<file path="src/rtl/load_use_scoreboard.sv">
// load_use_scoreboard: per-register latency countdown that holds ID instructions on load-use hazards
module load_use_scoreboard #(
   parameter int  NUM_ISSUE = 2,
   parameter int  LAT_W     = 2,
   parameter int  NREG      = 32,
   localparam int RW        = $clog2(NREG)
) (
   input  logic                       clk,
   input  logic                       rst,
   input  logic [NUM_ISSUE-1:0]       id_valid,
   input  logic [NUM_ISSUE*RW-1:0]    id_rs,
   input  logic [NUM_ISSUE*RW-1:0]    id_rt,
   input  logic [NUM_ISSUE*2-1:0]     id_rsrt_read,
   input  logic [NUM_ISSUE-1:0]       id_fire,
   input  logic [NUM_ISSUE*RW-1:0]    id_wr_reg,
   input  logic [NUM_ISSUE-1:0]       id_wr_en,
   input  logic [NUM_ISSUE*LAT_W-1:0] id_wr_lat,
   input  logic                       pipe_freeze,
   input  logic                       flush,
   output logic [NUM_ISSUE-1:0]       slot_stall,
   output logic [LAT_W-1:0]           stall_lat,
   output logic [31:0]                perf_stall_cnt
);
   logic [LAT_W-1:0]     cnt_q [NREG];
   logic [LAT_W-1:0]     cnt_d [NREG];
   logic [31:0]          perf_q, perf_d;
   logic [NUM_ISSUE-1:0] src_hazard;
   logic [LAT_W-1:0]     lat_rs, lat_rt;

   // countdown unless frozen, then loads in program order so slot 1 wins, flush wipes everything
   always_comb begin
      for (int r = 0; r < NREG; r++)
         cnt_d[r] = (|cnt_q[r] && !pipe_freeze) ? cnt_q[r] - LAT_W'(1) : cnt_q[r];
      for (int i = 0; i < NUM_ISSUE; i++)
         if (id_fire[i] && id_valid[i] && id_wr_en[i] && |id_wr_reg[i*RW +: RW] && |id_wr_lat[i*LAT_W +: LAT_W])
            cnt_d[id_wr_reg[i*RW +: RW]] = id_wr_lat[i*LAT_W +: LAT_W];
      if (flush)
         for (int r = 0; r < NREG; r++)
            cnt_d[r] = '0;
      cnt_d[0] = '0;
   end

   // a slot is blocked when any source it reads still has a pending countdown
   always_comb begin
      for (int i = 0; i < NUM_ISSUE; i++)
         src_hazard[i] = id_valid[i] &&
            ((id_rsrt_read[2*i+1] && |id_rs[i*RW +: RW] && |cnt_q[id_rs[i*RW +: RW]]) ||
             (id_rsrt_read[2*i]   && |id_rt[i*RW +: RW] && |cnt_q[id_rt[i*RW +: RW]]));
   end

   assign slot_stall[0] = src_hazard[0];

   generate
      if (NUM_ISSUE == 2) begin : g_dual
         logic [RW-1:0] wr0;
         logic          raw;
         assign wr0 = id_wr_reg[RW-1:0];
         assign raw = id_valid[0] && id_wr_en[0] && |wr0 &&
                      ((id_rsrt_read[3] && id_rs[2*RW-1:RW] == wr0) ||
                       (id_rsrt_read[2] && id_rt[2*RW-1:RW] == wr0));
         assign slot_stall[1] = src_hazard[1] || src_hazard[0] || raw;
      end
   endgenerate

   assign lat_rs         = id_rsrt_read[1] ? cnt_q[id_rs[RW-1:0]] : '0;
   assign lat_rt         = id_rsrt_read[0] ? cnt_q[id_rt[RW-1:0]] : '0;
   assign stall_lat      = !src_hazard[0] ? '0 : (lat_rs > lat_rt ? lat_rs : lat_rt);
   assign perf_d         = (src_hazard[0] && !pipe_freeze && !flush && ~&perf_q) ? perf_q + 32'd1 : perf_q;
   assign perf_stall_cnt = perf_q;

   // state register; reset discards any countdown in progress
   always_ff @(posedge clk) begin
      if (rst) begin
         for (int r = 0; r < NREG; r++)
            cnt_q[r] <= '0;
         perf_q <= '0;
      end else begin
         cnt_q  <= cnt_d;
         perf_q <= perf_d;
      end
   end
endmodule

</file>
<file path="config.mk">
export PLATFORM = sky130hd
export DESIGN_NAME = load_use_scoreboard
export DESIGN_NICKNAME = d
export VERILOG_FILES = /design/src/rtl/load_use_scoreboard.sv
export SDC_FILE = /design/constraint.sdc
export NUM_CORES = 1
export LEC_CHECK = 0
export ABC_AREA = 1
export BUFFER_PORTS_ARGS = -buffer_cell sky130_fd_sc_hd__buf_2
export CAP_MARGIN = 20
export CORE_AREA = 3 3 140 128
export CTS_CLUSTER_SIZE = 12
export DETAILED_ROUTE_END_ITERATION = 6
export DIE_AREA = 0 0 143 131
export PLACE_DENSITY = 0.77
export SETUP_SLACK_MARGIN = 0.1
export SYNTH_ARGS = -nofsm -noshare
export SYNTH_HDL_FRONTEND = slang
export SYNTH_SLANG_ARGS = --single-unit
</file>
<file path="constraint.sdc">
create_clock -name clk -period 2.42 [get_ports clk]
set_input_delay 0.121 -clock clk [delete_from_list [all_inputs] [get_ports clk]]
set_output_delay 0.121 -clock clk [all_outputs]
set_load 0.05 [all_outputs]
</file>
After elaboration in Yosys (flattened, before gate mapping)
Index checks and enable logic that the tools add are counted.

storage, ports and cells
  register bits = 96
  input port bits = 48
  output and inout port bits = 36
  word-level logic and storage cells = 253

cells by class
  add/sub/neg operators = 33
  order comparisons = 9
  equal/unequal tests = 2
  multiplexer cells = 56
  bitwise gates (word level) = 6
  reductions and logical operators = 114

operators with widths
  operator                                                              number
  64-bit bitwise mux                                                    2
  2-bit 2-to-1 mux                                                      46
  2-bit OR reduction                                                    39
  64-bit 2-to-1 mux                                                     1
  2-bit by 1-bit subtractor with 2-bit output, second input constant    32
  62-bit 2-to-1 mux                                                     1
  1-bit logical AND                                                     60
  2-bit binary-select mux with 5-bit select                             4
  6-bit greater-or-equal comparator, second input constant              6
  5-bit NOT with 6-bit output                                           6
  32-bit by 1-bit adder with 32-bit output, second input constant       1
  32-bit AND reduction                                                  1
  5-bit OR reduction                                                    6
  2-bit demux with 5-bit select                                         2
  6-bit by 1-bit < comparator with 1-bit output, second input constant  2
  5-bit equality test                                                   2
  1-bit logical OR                                                      5
  1-bit logical NOT                                                     3
  2-bit > comparator                                                    1

Longest topological paths before layout
Gate-level depths: netlist of the first run.

  word-level depth = 11
  mapped depth = 19
  depth with buffers taken out = 17

Worst setup path after synthesis of the first run
OpenSTA, ideal clock, no wires.

  path type = input -> output
  start = in id_rs[0]
  end = out stall_lat[0]
  arrival time = 2,722 ps
  data required time = 2,299 ps
  path slack = -423 ps
  stages = 15
  buffers on the path = 2
  path through = buf_4 inv_2 buf_6 nand2_1 nand3_1 nand2_1 nor2_1 nor2_1 nand2_1 nand2_1 nand2_1 nand2_1 a21oi_1 inv_1 nor2_1

on the way
  cells in the longest elaborated chain, start to end = 9
  elaborated cells on any way between the ends = 14
  classes of those cells = order compare (1); mux (6); bitwise (1); reduce/logical (6)

ends and longest elaborated chain
  element                                              line  RTL
  from (decl)                                          11    input logic [NUM_ISSUE*RW-1:0] id_rs,
  5-bit NOT with 6-bit output (implied by the code)    47    ((id_rsrt_read[2*i+1] && |id_rs[i*RW +: RW] && |cnt_q[id_rs[i*RW +: RW]]) ||
  2-bit binary-select mux with 5-bit select            47
  2-bit 2-to-1 mux (implied by the code) (2 in a row)  47
  2-bit OR reduction                                   47
  1-bit logical AND *                                  47
  1-bit logical OR *                                   47
  1-bit logical AND *                                  46    src_hazard[i] = id_valid[i] &&
  named net slot_stall[0]                              20    output logic [NUM_ISSUE-1:0] slot_stall,
  2-bit 2-to-1 mux *                                   67    assign stall_lat = !src_hazard[0] ? '0 : (lat_rs > lat_rt ? lat_rs : lat_rt);
  to (decl)                                            21    output logic [LAT_W-1:0] stall_lat,

The timed path passes the listed nets; every way through them passes the cells marked *. The select of a mux whose other input is x is not followed.

Worst setup path after layout of the first run
  start = reg cnt_q[55] (netlist name)
  end = out stall_lat[0]

on the way
  cells in the longest elaborated chain, start to end = 8
  elaborated cells on any way between the ends = 17
  classes of those cells = order compare (1); mux (10); reduce/logical (6)

ends and longest elaborated chain
  element                                                     line  RTL
  from (decl)                                                 24    logic [LAT_W-1:0] cnt_q [NREG];
  from (signal assigned)                                      78    cnt_q <= cnt_d;
  branches (longest 7 deep; another with 2-bit > comparator)  -
  2-bit 2-to-1 mux *                                          67

Mark *: on every way between the ends. The select of a mux whose other input is x is not followed.

==> impl_metrics.tcl, run 1 <==
set metrics [dict create \
    power.switching_mw 1.30 \
    syn-cell-area_mm2 0.00902 \
    path_max_fanout 3 \
    intPower_mw 2.72 \
    setup_slack_ns -0.210 \
    rr_worst_depth 16 \
    finalCriticalPeriod_ns 2.63 \
    grt_overflow 0 \
    port_buffers 83 \
    cts-htree-levels 3 \
    grt_pass1_wl_um 54900 \
    worst_pin_slew_ns 0.926 \
    maxCapViolations 0 \
    synth-seq-area-share_pct 20.9 \
    pwr-share-seq_pct 38.5 \
    setup_viol 3 \
    cts-buffers-inserted 9 \
    final_util_pct 67.5 \
    r2r_end "perf_stall_cnt[17]" \
    clock_skew_ns 0.0110 \
    avgRoutedWirePerCell_um 18.9 \
    critPathKind "flop to output port" \
    dp_hpwl_um 27600 \
    final_area_mm2 0.0113 \
    die_h_um 131 \
    max_freq_ghz 0.380 \
    syn_inst 1564 \
    drtIter0Drc 1683 \
    worstSkewPairLatency_ns 0.37 \
    cts.sinks 94 \
    area_growth_pct 25.1 \
    clock_path_buffers 2 \
    antenna_found_initial 0 \
    clockRootBuffer "clkbuf_16" \
    holdPathEnd "cnt_q[9]" \
    ir_drop_uv 386 \
    diodes 0 \
    grt_max_degree 54 \
    swShare_pct 32.3 \
    ys_top_cells_by_count "nand2_1, inv_1, nor2_1" \
    hold_viol 0 \
    powerDensity_mw_per_mm2 356 \
    crit-reg2reg-launch "cnt_q[57]" \
    yosys_warnings 0 \
    rrSetupSlack_ns 0.17 \
    start_kind "flop" \
    placed_area_mm2 0.0104 \
    antenna_left 0 \
    cts_hold_buf 0 \
    num_vias 11473 \
    synth_area_leaders "dfxtp_1, nand2_1, inv_1" \
    grt_pass1_vias 9839 \
    track_usage_pct 37.9 \
    place_ws_ns -0.0733 \
    p_comb_share_pct 22.9 \
    worst_hold_path_type "primary input to flop" \
    via_per_inst 5.84 \
    path_clk_slew_ns 0.07 \
    nets 1830 \
    violations "DRC, setup timing" \
    holdPathStages 4 \
    slew_viol_final 0 \
    core.rowCount 45 \
    worstPathRequired_ns 2.30 \
    status "finished with violations" \
    syn-num-nets 1647 \
    p_clk_share_pct 38.5 \
    yosysTopAreaCell "dfxtp_1" \
    io_pins 84 \
    cp.arrival_ns 2.51 \
    start_util_pct 54.0 \
    synthFlopType "dfxtp_1" \
    synth_seq_cells 94 \
    power.leakage_nw 5.55 \
    first_pass_iters 7 \
    post-route-period-util_pct 109 \
    async_reset_ff_share_pct 0 \
    place_congestion 1.08 \
    synth-edff-count 0 \
    core_mm2 0.0167 \
    setup.worst_path.end_class "output port" \
    die_area_mm2 0.0187 \
    rsz0062_at_grt "yes" \
    min_from "rst" \
    routed_wl_um 37100 \
    fp.dieW_um 143 \
    ys_types 46 \
    drc 1 \
    cts_tree "done" \
    yosysMostFrequentCell "nand2_1" \
    avgSynthCellArea_um2 5.77 \
    synth_top_area_share_pct 20.9 \
    final_layout_size_suffix_gt1_share_pct 22.8 \
    relSlewSlack_pct 38.2 \
]
==> kinds of logic (layout without fill, tap and decap cells) <==
kind of cell | count (synthesis) | after routing | share of synthesized area (%)
fa+ha+maj | 35 | 35 | 4.85
compound gates | 269 | 269 | 17.4
flops | 94 | 94 | 20.9
xor+xnor | 34 | 34 | 3.30
mux | 10 | 10 | 1.25
simple gates | 795 | 795 | 37.4
buf+inv | 327 | 515 | 15.0
==> what timing repair did <==
item                       in CTS  in global routing
pin swaps                      23                 26
setup endpoints to repair      10                 36
setup buffers                  13                 10
resized for setup              94                 75
==> per-stage QoR <==
stage / TNS (ns) / power, mW / instances / hold slack (ns)
floorplan: 0 / 2.08 / 1564 / 0.269
global placement: -0.0395 / 2.38 / 1924 / 0.499
detailed placement: -0.0733 / 2.38 / 1924 / 0.510
CTS: -0.0613 / 3.93 / 1953 / 0.142
global route: -0.620 / 4.13 / 1963 / 0.174
finish: -0.351 / 4.02 / 1963 / 0.146
==> cells in the final DEF, fill, tap and decap left out, types with 3 or more instances in the layout <==
| cell type | Yosys | layout |
|---|---|---|
| nand4_1 | 40 | 40 |
| buf_8 | 0 | 3 |
| buf_12 | 0 | 8 |
| clkbuf_16 | 0 | 9 |
| dfxtp_1 | 94 | 61 |
| mux2_2 | 10 | 9 |
| a31oi_1 | 6 | 6 |
| o21ai_1 | 7 | 12 |
| inv_2 | 7 | 39 |
| o211ai_1 | 30 | 30 |
| a21oi_1 | 97 | 94 |
| buf_6 | 11 | 4 |
| nor2_2 | 2 | 13 |
| nor2_1 | 240 | 225 |
| o21ai_2 | 0 | 3 |
| nor3_1 | 55 | 55 |
| o2111ai_1 | 5 | 5 |
| a221oi_1 | 3 | 3 |
| ha_1 | 35 | 32 |
| buf_2 | 16 | 79 |
| dfxtp_2 | 0 | 26 |
| nor2_4 | 1 | 5 |
| nand3_4 | 0 | 4 |
| a21oi_2 | 1 | 3 |
| o22ai_1 | 18 | 18 |
| dfxtp_4 | 0 | 7 |
| o31ai_1 | 17 | 14 |
| inv_4 | 0 | 7 |
| nand2_1 | 322 | 313 |
| o21ai_0 | 72 | 64 |
| inv_1 | 260 | 221 |
| buf_4 | 4 | 135 |
| nand3_2 | 2 | 14 |
| xor2_1 | 34 | 34 |
| nand3_1 | 126 | 110 |
| o31ai_2 | 0 | 3 |
| nand2_2 | 2 | 10 |
==> how the worst max path moves through the flow <==
stage | startpoint | end | slack [ns]
global placement | id_rs[0] | stall_lat[0] | -0.04
detailed placement | id_rs[0] | stall_lat[0] | -0.07
CTS | cnt_q[54] | stall_lat[0] | -0.06
finish | cnt_q[55] | stall_lat[0] | -0.21
floorplan | id_rs[0] | stall_lat[0] | 0.03
global route | cnt_q[49] | stall_lat[0] | -0.29
==> sequential cells by signal, summed over array words and instances, names as in the netlist <==
signal and cells:
cnt_q 62, perf_stall_cnt 32
==> worst max-delay path, cell delays in order, from the launching register on <==
cell and delay (ns):
dfxtp_2 0.32, inv_2 0.08, nand2_1 0.06, nand3_1 0.08, nand2_1 0.05, nand2_1 0.05
nand2_1 0.06, nor2_2 0.16, nand2_2 0.09, nand3_2 0.09, inv_2 0.05, ha_4 0.25
inv_4 0.06, nor2_4 0.03, o21ai_2 0.12, mux2_4 0.33, nor2_4 0.12, buf_8 0.15
==> power by group through the flow <==
stage,clock network [mW],registers [mW],logic (mW)
floorplan,0,1.60,0.483
global placement,0,1.59,0.784
detailed placement,0,1.59,0.785
CTS,1.54,1.55,0.833
global route,1.61,1.55,0.975
finish,1.55,1.55,0.922
==> routing by layer <==
metal  GRT usage (%)  up-vias  part of all wire, %  routed length [um]
met4            10.2        0                  2.6                 958
met5               0        -                    0                   0
li1                -     5477                    -                   -
met1            56.9     5106                   42               15700
met2            51.9      801                   40               14800
met3            11.5       89                   15                5650
==> area by class of cell <==
| type | count | area (um^2) |
|---|---|---|
| Multi-Input combinational cell | 1143 | 6080 |
| Fill cell | 1562 | 5440 |
| Sequential cell | 94 | 1940 |
| Timing Repair Buffer | 229 | 1660 |
| Inverter | 270 | 1040 |
| Tap cell | 211 | 264 |
| Clock buffer | 11 | 253 |
| Clock inverter | 5 | 56.3 |
No activity file was read; power rests on OpenSTA's default activity.
==> run 2, diff against run 1 <==
Settings changed: CORE_AREA 3 3 140 128 to 3 3 134 123, DIE_AREA 0 0 143 131 to 0 0 137 126, GPL_ROUTABILITY_DRIVEN set to 1, PLACE_DENSITY 0.77 to 0.82.
Clock period 2.42 ns to 2.5 ns, I/O delays scaled along.
==> run 2 against run 1 <==
Effect of this change:
- the run still ends with DRC, setup timing left
- cell count is 2.7% lower
- total power shrank 8.7%
- first-iteration DRC count down 10%
- critical path depth is 3 lower
- routed wire length shrank 2.6%
- sequential power is 3% lower
- sequential cell count is the same
- sequential share of layout area grew 0.78 points
- combinational power fell by 9.8%
- critical path type unchanged
- largest power group unchanged
==> impl_metrics.tcl, run 2 (synthesized netlist as in run 1, its figures left out) <==
set metrics [dict create \
    die_h_um 126 \
    track_usage_pct 40.4 \
    cp.arrival_ns 2.51 \
    worst_hold_path_type "primary input to flop" \
    port_buffers 83 \
    fillers 1439 \
    critPathKind "flop to output port" \
    dp_hpwl_um 26600 \
    final_layout_size_suffix_gt1_share_pct 19.0 \
    start_kind "flop" \
    placed_cells 1874 \
    setup_slack_ns -0.135 \
    clock_skew_ns 0.0112 \
    routed_wl_um 36100 \
    first_pass_iters 7 \
    relSlewSlack_pct 38.4 \
    worstPathRequired_ns 2.38 \
    grt_pass1_wl_um 54100 \
    hold_viol 0 \
    cts.sinks 94 \
    largest_reg_flops 62 \
    final_util_pct 70.2 \
    die_area_mm2 0.0173 \
    place_ws_ns -0.0206 \
    power.leakage_nw 5.24 \
    powerDensity_mw_per_mm2 342 \
    tns_ns -0.135 \
    via_per_inst 5.96 \
    antenna_found_initial 0 \
    antenna_left 0 \
    path_clk_slew_ns 0.07 \
    core.rowCount 43 \
    diodes 0 \
    status "finished with violations" \
    cts_hold_buf 0 \
    path_max_fanout 3 \
    post-route-period-util_pct 105 \
    io_pins 84 \
    start_util_pct 59.1 \
    regMostFlops "cnt_q" \
    final_cell_count_no_fill 1910 \
    cts-htree-levels 3 \
    grt_pass1_vias 9871 \
    drtIter0Drc 1508 \
    worstSkewPairLatency_ns 0.36 \
    ir_drop_uv 326 \
    final_common_cell "nand2_1" \
    slew_viol_final 0 \
    nets 1786 \
    cts-buffers-inserted 9 \
    avgRoutedWirePerCell_um 18.9 \
    clockRootBuffer "clkbuf_16" \
    grt_max_degree 37 \
    setup_viol 1 \
    clock_path_buffers 2 \
    drc 4 \
    rsz0062_at_grt "yes" \
    area_growth_pct 18.8 \
    fp.dieW_um 137 \
    cts_tree "done" \
    max_freq_ghz 0.380 \
    grt_overflow 0 \
    core_mm2 0.0153 \
    place_congestion 1.03 \
    maxCapViolations 0 \
    worst_pin_slew_ns 0.923 \
    setup.worst_path.end_class "output port" \
    final_cell_mix "nand2_1, inv_1, nor2_1, nand3_1, buf_4" \
    num_vias 11384 \
    violations "DRC, setup timing" \
    finalCriticalPeriod_ns 2.63 \
]
run 2: cell count changes in the layout (fill, tap and decap cells not counted), sizes merged:
| cell | before | now |
|---|---|---|
| nand3 | 128 | 129 |
| buf | 229 | 184 |
| clkinv | 4 | 5 |
| bufinv | 1 | 0 |
run 2: per-layer routing:
layer  GRT usage (%)  wire, um  vias to the layer above
met1            58.0     14600                     5069
li1                -         -                     5394
met3            17.4      6010                       96
met4            10.2      1120                        2
met2            55.4     14400                      823
met5               0        27                        -
run 2: timing repair:
item	4_1_cts	5_1_grt
setup endpoints to repair	5	35
buffers inserted	9	10
pin swaps	13	20
resized for setup	71	56
cloned	0	1
run 2: path summary, 6_finish.rpt:
path,to,slack [ns],cells after the start,start
max,stall_lat[0],-0.13,14,cnt_q[48]
min,cnt_q[46],0.23,6,id_wr_reg[9]
max reg2reg,perf_stall_cnt[18],0.29,14,perf_stall_cnt[0]
min reg2reg,perf_stall_cnt[1],0.53,4,perf_stall_cnt[1]
run 2: through the flow:
step	area, um^2	hold WS (ns)	total power, mW
2_1_floorplan	9030	0.273	2.02
3_3_place_gp	10000	0.527	2.27
3_5_place_dp	10000	0.531	2.28
4_1_cts	10500	0.227	3.60
5_1_grt	10700	0.273	3.78
6_report	10700	0.233	3.67
run 2: cell type report:
class	instances	area, um^2	share of cell area, %
Clock buffer	11	233	2.17
Tap cell	202	253	2.36
Timing Repair Buffer	184	1240	11.5
Clock inverter	5	35.0	0.327
Inverter	270	1030	9.64
Multi-Input combinational cell	1144	6000	56.0
Sequential cell	94	1930	18.0
run 2: critical path, stage by stage, from the launching register on:
cell and delay (ns):
dfxtp_4 0.37, buf_4 0.15, nand2_1 0.05, nand2_1 0.07, a21oi_2 0.12, nor2_1 0.06, nor2_1 0.10, nand2_1 0.10
nand3_2 0.11, ha_2 0.27, nand2_1 0.08, o21ai_2 0.07, mux2_4 0.32, nor2_4 0.13, buf_8 0.15
run 2: power by group:
group	leakage [nW]	switching (mW)	internal [mW]
Clock	0.130	0.655	0.679
Combinational	4.34	0.564	0.268
Sequential	0.773	0.00600	1.50
==> run 3, diff against run 2 <==
Settings changed: GPL_TIMING_DRIVEN set to 0.
==> run 3 against run 2 <==
Effect of this change:
- total power increased by 3.7%
- die area stayed put
- count of clock-buffer cells in the layout up 1
- the run still ends with DRC, setup timing left
- largest power group unchanged
==> impl_metrics.tcl, run 3 (synthesized netlist as in run 1, its figures left out) <==
set metrics [dict create \
    worst_hold_path_type "primary input to flop" \
    final_layout_size_suffix_gt1_share_pct 19.2 \
    setup_viol 1 \
    die_area_mm2 0.0173 \
    drtIter0Drc 2202 \
    worst_pin_slew_ns 0.880 \
    setup_slack_ns -0.103 \
    power.total_mw 3.80 \
    fp.dieW_um 137 \
    via_per_inst 6.20 \
    antenna_left 0 \
    clockRootBuffer "clkbuf_16" \
    p_comb_share_pct 21.8 \
    power.leakage_nw 5.11 \
    p_clk_share_pct 38.8 \
    grt_max_degree 16 \
    antenna_found_initial 0 \
    area_growth_pct 17.8 \
    final_common_cell "nand2_1" \
    hold_viol 0 \
    grt_overflow 0 \
    dp_hpwl_um 27200 \
    grt_pass1_wl_um 54400 \
    cts_hold_buf 0 \
    die_h_um 126 \
    maxCapViolations 0 \
    cts-buffers-inserted 9 \
    port_buffers 72 \
    rsz0062_at_grt "yes" \
    max_freq_ghz 0.384 \
    start_util_pct 59.1 \
    startpoint "cnt_q[33]" \
    track_usage_pct 40.9 \
    fillers 1432 \
    num_vias 11697 \
    ff_latch_area_mm2 0.00196 \
    power.switching_mw 1.25 \
    worstSkewPairLatency_ns 0.36 \
    swShare_pct 32.9 \
    finalCriticalPeriod_ns 2.60 \
    setup.worst_path.end_class "output port" \
    clock_skew_ns 0.0109 \
    powerDensity_mw_per_mm2 358 \
    path_clk_slew_ns 0.08 \
    io_pins 84 \
    slew_viol_final 0 \
    intPower_mw 2.55 \
    relSlewSlack_pct 41.3 \
    violations "DRC, setup timing" \
    largest_reg_flops 62 \
    grt_pass1_vias 10002 \
    pwr-share-seq_pct 39.3 \
    nets 1764 \
    core_mm2 0.0153 \
    drc 19 \
    post-route-period-util_pct 104 \
    clock_path_buffers 2 \
    cts_tree "done" \
    crit-reg2reg-launch "perf_stall_cnt[0]" \
    final_cell_mix "nand2_1, nor2_1, inv_1, nand3_1, a21oi_1" \
    path_max_fanout 4 \
    cp.arrival_ns 2.48 \
    diodes 0 \
    min_from "rst" \
    routed_wl_um 37300 \
    start_kind "flop" \
    place_congestion 1.10 \
    core.rowCount 43 \
    first_pass_iters 7 \
    avgRoutedWirePerCell_um 19.8 \
    worstPathRequired_ns 2.38 \
    status "finished with violations" \
    critPathKind "flop to output port" \
    hold_ws_ns 0.101 \
    cts-htree-levels 3 \
    ir_drop_uv 368 \
    regMostFlops "cnt_q" \
    cts.sinks 94 \
    multi_input_area_mm2 0.00607 \
]
[run 3: through the flow]
stage               worst slack (ns)  setup TNS (ns)  std cells  instance area [um^2]  util (%)
finish                        -0.103          -0.103       1888                 10600      69.6
global route                  -0.176          -0.176       1888                 10600      69.6
CTS                          -0.0285         -0.0285       1872                 10200      67.0
detailed placement            -0.113          -0.113       1838                  9650      63.1
global placement             -0.0982         -0.0982       1838                  9650      63.1
floorplan                      0.106               0       1564                  9030         -
[run 3: area by class of cell]
type,instances,area share (%)
tap,202,2.38
inverter,270,10.1
sequential,94,18.4
buffer,57,3.12
clock buffer,12,2.32
timing repair buffer,105,6.01
multi-input combinational,1144,57.1
clock inverter,4,0.518
[run 3: final timing paths]
path	to	cells after the start	slack (ns)
worst max-delay path	stall_lat[0]	15	-0.10
worst min-delay path	perf_stall_cnt[14]	4	0.10
worst max register to register	perf_stall_cnt[11]	14	0.19
worst min register to register	perf_stall_cnt[30]	4	0.55
[run 3: power by group through the flow]
stage,Sequential (mW),Combinational [mW],Clock (mW)
6_report,1.50,0.830,1.48
3_3_place_gp,1.54,0.711,0
4_1_cts,1.50,0.753,1.47
3_5_place_dp,1.54,0.719,0
5_1_grt,1.50,0.874,1.52
2_1_floorplan,1.55,0.468,0
[run 3: worst max-delay path, cell delays in order, from the launching register on]
cell	delay [ns]
dfxtp_4	0.38
inv_2	0.08
nand2_1	0.06
nand3_1	0.08
nand3_1	0.11
nand3_2	0.10
nand2_2	0.10
nand3_2	0.10
inv_2	0.09
ha_4	0.21
inv_4	0.05
nor2_4	0.03
o21ai_2	0.12
mux2_4	0.33
nor2_4	0.12
buf_8	0.15
[run 3: layer usage]
layer | global-route usage [%] | share of wire (%) | up-vias
met4 | 14.6 | 4.4 | 0
li1 | - | - | 5350
met3 | 16.1 | 18 | 180
met1 | 57.6 | 38 | 5218
met5 | 0 | 0 | -
met2 | 56.4 | 40 | 949
[run 3: repair_timing]
item / 4_1_cts / 5_1_grt
endpoints found under the hold margin: 0 / 0
cloned: 0 / 1
setup buffers: 18 / 15
setup endpoints to repair: 7 / 34
pin swaps: 19 / 29
gates resized for setup: 108 / 91
